--- config.mk ---
export PLATFORM = sky130hd
export DESIGN_NAME = fb_rect_fill
export DESIGN_NICKNAME = d
export VERILOG_FILES = /design/src/rtl/fb_pkg.sv /design/src/rtl/fb_rect_clip.sv /design/src/rtl/fb_rect_fill.sv
export SDC_FILE = /design/constraint.sdc
export NUM_CORES = 1
export LEC_CHECK = 0
export CAP_MARGIN = 20
export CELL_PAD_IN_SITES_DETAIL_PLACEMENT = 1
export CELL_PAD_IN_SITES_GLOBAL_PLACEMENT = 1
export CORE_MARGIN = 3
export CORE_UTILIZATION = 44
export DETAILED_ROUTE_END_ITERATION = 8
export GPL_TIMING_DRIVEN = 0
export PLACE_DENSITY_LB_ADDON = 0.1
export SYNTH_ARGS = -nofsm -noshare
export SYNTH_HDL_FRONTEND = slang
export SYNTH_SLANG_ARGS = --single-unit
--- constraint.sdc ---
create_clock -name clk50 -period 6.4 [get_ports clk50]
set_input_delay 1.92 -clock clk50 [delete_from_list [all_inputs] [get_ports clk50]]
set_output_delay 1.92 -clock clk50 [all_outputs]
set_load 0.005 [all_outputs]
--- src/rtl/fb_pkg.sv ---
// Shared definitions for the rectangle-fill engine.
//   H_RES, V_RES : default framebuffer size in pixels
//   COORD_W      : default width of every coordinate / size field
//   fb_fill_state_t : fill controller states
package fb_pkg;

  localparam int H_RES   = 640;
  localparam int V_RES   = 480;
  localparam int COORD_W = 11;

  typedef enum logic [1:0] {
    ST_IDLE      = 2'd0,
    ST_WAIT_SYNC = 2'd1,
    ST_FILL      = 2'd2,
    ST_DONE      = 2'd3
  } fb_fill_state_t;

endpackage

--- src/rtl/fb_rect_clip.sv ---
// Combinational clip / empty detection for a rectangle command.
//   x0, y0  : top-left corner
//   w, h    : size in pixels
//   x_end   : min(x0 + w, H_RES), exclusive right edge
//   y_end   : min(y0 + h, V_RES), exclusive bottom edge
//   empty   : rectangle covers no on-screen pixel
module fb_rect_clip #(
  parameter int H_RES   = fb_pkg::H_RES,
  parameter int V_RES   = fb_pkg::V_RES,
  parameter int COORD_W = fb_pkg::COORD_W
) (
  input  logic [COORD_W-1:0] x0,
  input  logic [COORD_W-1:0] y0,
  input  logic [COORD_W-1:0] w,
  input  logic [COORD_W-1:0] h,
  output logic [COORD_W:0]   x_end,
  output logic [COORD_W:0]   y_end,
  output logic               empty
);

  localparam logic [COORD_W:0] H_LIM = (COORD_W+1)'(H_RES);
  localparam logic [COORD_W:0] V_LIM = (COORD_W+1)'(V_RES);

  logic [COORD_W:0] x_sum;
  logic [COORD_W:0] y_sum;

  // One extra bit on the sums so a corner near the top of the coordinate
  // range plus a large size cannot wrap back on screen.
  always_comb begin
    x_sum = {1'b0, x0} + {1'b0, w};
    y_sum = {1'b0, y0} + {1'b0, h};
    x_end = (x_sum > H_LIM) ? H_LIM : x_sum;
    y_end = (y_sum > V_LIM) ? V_LIM : y_sum;
    empty = (w == '0) || (h == '0) || ({1'b0, x0} >= H_LIM) || ({1'b0, y0} >= V_LIM);
  end

endmodule

--- src/rtl/fb_rect_fill.sv ---
// Rectangle fill engine: accepts one command at a time, clips it to the
// framebuffer and emits one pixel write per cycle in raster order.
//   clk50, reset_n         : clock, synchronous active-low reset
//   cmd_valid / cmd_ready  : command handshake (ready only in IDLE)
//   cmd_x0, cmd_y0, cmd_w, cmd_h, cmd_color, cmd_sync : command fields
//   frame_start            : field-start pulse, releases a synced command
//   abort                  : stop the current command early
//   x, y, pixel_color, pixel_write : framebuffer write port
//   busy                   : a command is held
//   done                   : one-cycle completion pulse
module fb_rect_fill #(
  parameter int H_RES   = fb_pkg::H_RES,
  parameter int V_RES   = fb_pkg::V_RES,
  parameter int COORD_W = fb_pkg::COORD_W
) (
  input  logic               clk50,
  input  logic               reset_n,
  input  logic               cmd_valid,
  output logic               cmd_ready,
  input  logic [COORD_W-1:0] cmd_x0,
  input  logic [COORD_W-1:0] cmd_y0,
  input  logic [COORD_W-1:0] cmd_w,
  input  logic [COORD_W-1:0] cmd_h,
  input  logic               cmd_color,
  input  logic               cmd_sync,
  input  logic               frame_start,
  input  logic               abort,
  output logic [COORD_W-1:0] x,
  output logic [COORD_W-1:0] y,
  output logic               pixel_color,
  output logic               pixel_write,
  output logic               busy,
  output logic               done
);

  import fb_pkg::*;

  localparam logic [COORD_W:0] ONE_W = (COORD_W+1)'(1);

  fb_fill_state_t   state_q, state_d;
  logic [COORD_W-1:0] x_q, x_d, y_q, y_d;
  logic [COORD_W-1:0] x0_q, x0_d, y0_q, y0_d;
  logic [COORD_W:0]   x_end_q, x_end_d, y_end_q, y_end_d;
  logic               color_q, color_d;

  logic [COORD_W:0]   clip_x_end, clip_y_end;
  logic               clip_empty;
  logic               accept, x_last, y_last;

  fb_rect_clip #(
    .H_RES  (H_RES),
    .V_RES  (V_RES),
    .COORD_W(COORD_W)
  ) u_clip (
    .x0   (cmd_x0),
    .y0   (cmd_y0),
    .w    (cmd_w),
    .h    (cmd_h),
    .x_end(clip_x_end),
    .y_end(clip_y_end),
    .empty(clip_empty)
  );

  assign accept = cmd_valid && (state_q == ST_IDLE);
  assign x_last = (({1'b0, x_q} + ONE_W) == x_end_q);
  assign y_last = (({1'b0, y_q} + ONE_W) == y_end_q);

  // NOTE: every variable gets its hold value first so no path through the
  // case leaves one unassigned, which would infer a latch.
  always_comb begin
    state_d = state_q;
    x_d     = x_q;
    y_d     = y_q;
    x0_d    = x0_q;
    y0_d    = y0_q;
    x_end_d = x_end_q;
    y_end_d = y_end_q;
    color_d = color_q;

    unique case (state_q)
      ST_IDLE: begin
        if (accept) begin
          x0_d    = cmd_x0;
          y0_d    = cmd_y0;
          x_end_d = clip_x_end;
          y_end_d = clip_y_end;
          color_d = cmd_color;
          if (clip_empty) begin
            state_d = ST_DONE;
          end else if (cmd_sync) begin
            state_d = ST_WAIT_SYNC;
          end else begin
            // Counters load on entry to FILL only, so x/y keep showing the
            // previous position while a command waits or is empty.
            state_d = ST_FILL;
            x_d     = cmd_x0;
            y_d     = cmd_y0;
          end
        end
      end

      ST_WAIT_SYNC: begin
        if (abort) begin
          state_d = ST_DONE;
        end else if (frame_start) begin
          state_d = ST_FILL;
          x_d     = x0_q;
          y_d     = y0_q;
        end
      end

      ST_FILL: begin
        // The pixel on this cycle is written regardless; abort only stops
        // the scan from advancing.
        if (abort || (x_last && y_last)) begin
          state_d = ST_DONE;
        end else if (x_last) begin
          x_d = x0_q;
          y_d = y_q + 1'b1;
        end else begin
          x_d = x_q + 1'b1;
        end
      end

      ST_DONE: state_d = ST_IDLE;

      default: state_d = ST_IDLE;
    endcase
  end

  // NOTE: state flops use non-blocking assignments so every flop samples
  // the pre-edge values, independent of statement order.
  always_ff @(posedge clk50) begin
    if (!reset_n) begin
      state_q <= ST_IDLE;
      x_q     <= '0;
      y_q     <= '0;
      x0_q    <= '0;
      y0_q    <= '0;
      x_end_q <= '0;
      y_end_q <= '0;
      color_q <= 1'b0;
    end else begin
      state_q <= state_d;
      x_q     <= x_d;
      y_q     <= y_d;
      x0_q    <= x0_d;
      y0_q    <= y0_d;
      x_end_q <= x_end_d;
      y_end_q <= y_end_d;
      color_q <= color_d;
    end
  end

  assign x           = x_q;
  assign y           = y_q;
  assign pixel_color = color_q;
  assign pixel_write = (state_q == ST_FILL);
  assign busy        = (state_q != ST_IDLE);
  assign done        = (state_q == ST_DONE);
  // Gated by reset_n so no command can be offered while reset is held.
  assign cmd_ready   = reset_n && (state_q == ST_IDLE);

endmodule

==> results.py, run 1 <==
metrics = {
    "cts": {
        "ctsHoldBuffers": 0,
        "clkSlewWorstSetupHoldPaths_ns": 0.06,
        "cts_sinks": 71,
        "cts_root_buf": "clkbuf_16",
        "cts_tree": "built",
        "h-tree-depth": 3,
        "post_cts_buffers": 0,
        "cts_resized": 0,
        "insertion_delay_ns": 0.34,
        "clockBufferDepth": 2,
        "cts_buffers": 9,
    },
    "routing": {
        "ant_nets": 0,
        "wire_per_inst_um": 21.3,
        "first_pass_iters": 5,
        "viasPerCell": 6.18,
        "vias": 5259,
        "routed_wl_mm": 18.2,
        "drt-initial-drc-count": 420,
        "drc_errors": 0,
    },
    "global_route": {
        "grt_use_total": 0.292,
        "grt_max_degree": 12,
        "antenna_found_initial": 0,
        "grt-ovfl-total": 0,
        "grt_pass1_vias": 5602,
        "grt_first_pass_wirelength_mm": 29.1,
    },
    "timing": {
        "worst_slew_pin_slew_ns": 0.685,
        "final-hold-violation-count": 0,
        "setup_violations": 0,
        "max_slew_margin": 0.538,
        "setup_tns_ns": 0,
        "max_freq_mhz": 178,
        "period_share": 0.877,
        "rsz0062_at_grt": "no",
        "slew_viol_final": 0,
        "skew_ns": 0.00733,
        "period_needed_ns": 5.61,
    },
    "floorplan": {
        "ios": 78,
        "die_y_um": 112,
        "die_x_um": 112,
        "start_util": 0.456,
        "dieArea_um2": 12600,
        "num_rows": 38,
        "core-area_um2": 10900,
    },
    "pwr": {
        "p_sw_mw": 0.907,
        "powerDensity_nw_per_um2": 351,
        "seq_power_share": 0.290,
        "power_mw": 2.18,
        "p_leak_nw": 2.40,
        "peakVddDrop_uv": 194,
        "intPower_mw": 1.28,
        "power.share.clock": 0.235,
        "comb_power_share": 0.475,
        "p_sw_frac": 0.415,
    },
    "synth": {
        "syn_nets": 700,
        "postSynthRegisterBits": 71,
        "synthesis.area_um2": 4980,
        "synth_cells": 618,
        "synth_edf_count": 0,
        "synthDistinctLibCells": 72,
        "syn_avg_cell_area_um2": 8.06,
        "synth_flop_cell": "dfxtp_1",
        "yosysWarningCount": 0,
        "seq_area_frac_synth": 0.285,
        "synthArstFlopShare": 0,
    },
    "status": {
        "status": "completed",
    },
    "cells_and_area": {
        "final_common_cell": "nand2_1",
        "diodes": 0,
        "design_area_um2": 6220,
        "fin_cells": 851,
        "layout_common_cells": "nand2_1 (109), clkdlybuf4s50_1 (77), dfxtp_1 (71)",
        "synthToLayoutAreaGrowth_pct": 24.8,
        "nNetsFinal": 788,
        "drive_above_1_share": 0.0534,
        "final_core_util": 0.569,
    },
    "setup_path": {
        "arrival_ns": 3.69,
        "worstSetupEndpointType": "primary output",
        "crit_type": "in2out",
        "critPathRequiredTime_ns": 4.48,
        "start_kind": "input port",
        "critPathMaxFanout": 10,
    },
    "placement": {
        "dp_cells": 835,
        "placedInstanceArea_um2": 5930,
        "place.gp.congestion": 0.866,
        "hpwl_mm": 13.8,
        "io_buffers": 77,
    },
    "run": {
        "maxCapViolations": 0,
    },
    "worst_hold_path": {
        "hold_class": "reg2reg",
    },
}
worst paths after layout:
| kind | startpoint | end | slack [ns] | cells past startpoint |
|---|---|---|---|---|
| worst min register to register | y0_q[9]$_SDFFE_PN0P_ | y0_q[9]$_SDFFE_PN0P_ | 0.46 | 2 |
| worst max-delay path | reset_n | cmd_ready | 0.79 | 5 |
| worst max register to register | x[0]$_SDFFE_PN0P_ | x[3]$_SDFFE_PN0P_ | 2.97 | 10 |
| worst min-delay path | y0_q[9]$_SDFFE_PN0P_ | y0_q[9]$_SDFFE_PN0P_ | 0.46 | 2 |
cell type report:
class	instances	area, um2
Multi-Input combinational cell	487	3320
Buffer	31	130
Clock inverter	4	45.0
Inverter	29	109
Timing Repair Buffer	77	771
Sequential cell	71	1420
Clock buffer	12	246
Fill cell	1365	4710
Tap cell	140	175
cells in the mapped netlist (7+ instances only):
cell type,number,area [um2]
clkbuf_1,23,86.3
nor3_1,21,105
xor2_1,19,166
a21oi_1,48,240
and3_1,9,56.3
xnor2_1,23,201
nand3_1,17,85.1
o21ai_0,16,80.1
a31oi_1,10,62.6
nor2_1,20,75.1
nand2_1,109,409
ha_1,29,363
nor4_1,7,43.8
o211ai_1,22,165
o21ai_1,8,40.0
dfxtp_1,71,1420
inv_1,28,105
mux2i_1,12,120
o31ai_1,8,60.1
nor2b_1,7,43.8
a221o_1,8,80.1
routing by layer:
metal / vias up / wire length, um / GRT usage
met5: - / 0 / 0
met4: 0 / 359 / 0.0954
met3: 39 / 1260 / 0.0561
met2: 190 / 8650 / 0.494
met1: 2603 / 7880 / 0.375
li1: 2427 / - / -
stage by stage:
step                worst slack [ns]  hold slack (ns)
CTS                            0.826            0.461
finish                         0.787            0.461
floorplan                       2.14            0.427
detailed placement             0.842            0.453
global placement               0.869            0.443
global route                   0.722            0.489
critical path, cell delays in order:
cell and delay, ns:
clkdlybuf4s50_1 0.51, inv_1 0.18, clkbuf_1 0.51, nor2_1 0.10
clkdlybuf4s50_1 0.47
registers in the layout (all words and copies together) (netlist names):
signal and count:
state_q 2, y0_q 11, x_end_q 12, y 11
pixel_color 1, y_end_q 12, x 11, x0_q 11
cell families after synthesis:
| logic type | synth area share |
|---|---|
| multiplexers | 0.0241 |
| buffers and inverters | 0.0479 |
| adder cells (fa/ha/maj) | 0.0808 |
| AND/OR/NAND/NOR | 0.231 |
| XOR/XNOR | 0.101 |
| flip-flops | 0.285 |
| AO/OA/AOI/OAI | 0.229 |
power groups by stage:
stage	clock network (mW)	registers [mW]	logic (mW)
final	0.514	0.634	1.04
after floorplan	0	0.607	0.665
after detailed placement	0	0.638	1.01
after CTS	0.511	0.630	1.02
after global placement	0	0.632	0.977
after global routing	0.533	0.646	1.13
Power figures use the tool's default switching activity.
==> inputs of run 2 (changes only) <==
--- a/config.mk
+++ b/config.mk
@@ -10,6 +10,7 @@
 export CELL_PAD_IN_SITES_GLOBAL_PLACEMENT = 1
 export CORE_MARGIN = 3
 export CORE_UTILIZATION = 44
+export CTS_CLUSTER_SIZE = 12
 export DETAILED_ROUTE_END_ITERATION = 8
 export GPL_TIMING_DRIVEN = 0
 export PLACE_DENSITY_LB_ADDON = 0.1
==> constraint.sdc (replaced) <==
create_clock -name clk50 -period 6.5 [get_ports clk50]
set_input_delay 1.95 -clock clk50 [delete_from_list [all_inputs] [get_ports clk50]]
set_output_delay 1.95 -clock clk50 [all_outputs]
set_load 0.005 [all_outputs]
==> results of run 2 <==
The final DEF is identical to that of run 1. Status: completed.
Main changes from that run: setup slack after placement 0.842 ns -> 0.882 ns; setup slack after layout 0.787 ns -> 0.827 ns; register-to-register setup slack 2.97 ns -> 3.07 ns; total power 2.18 mW -> 2.15 mW; worst IR drop on VDD 194 uV -> 191 uV
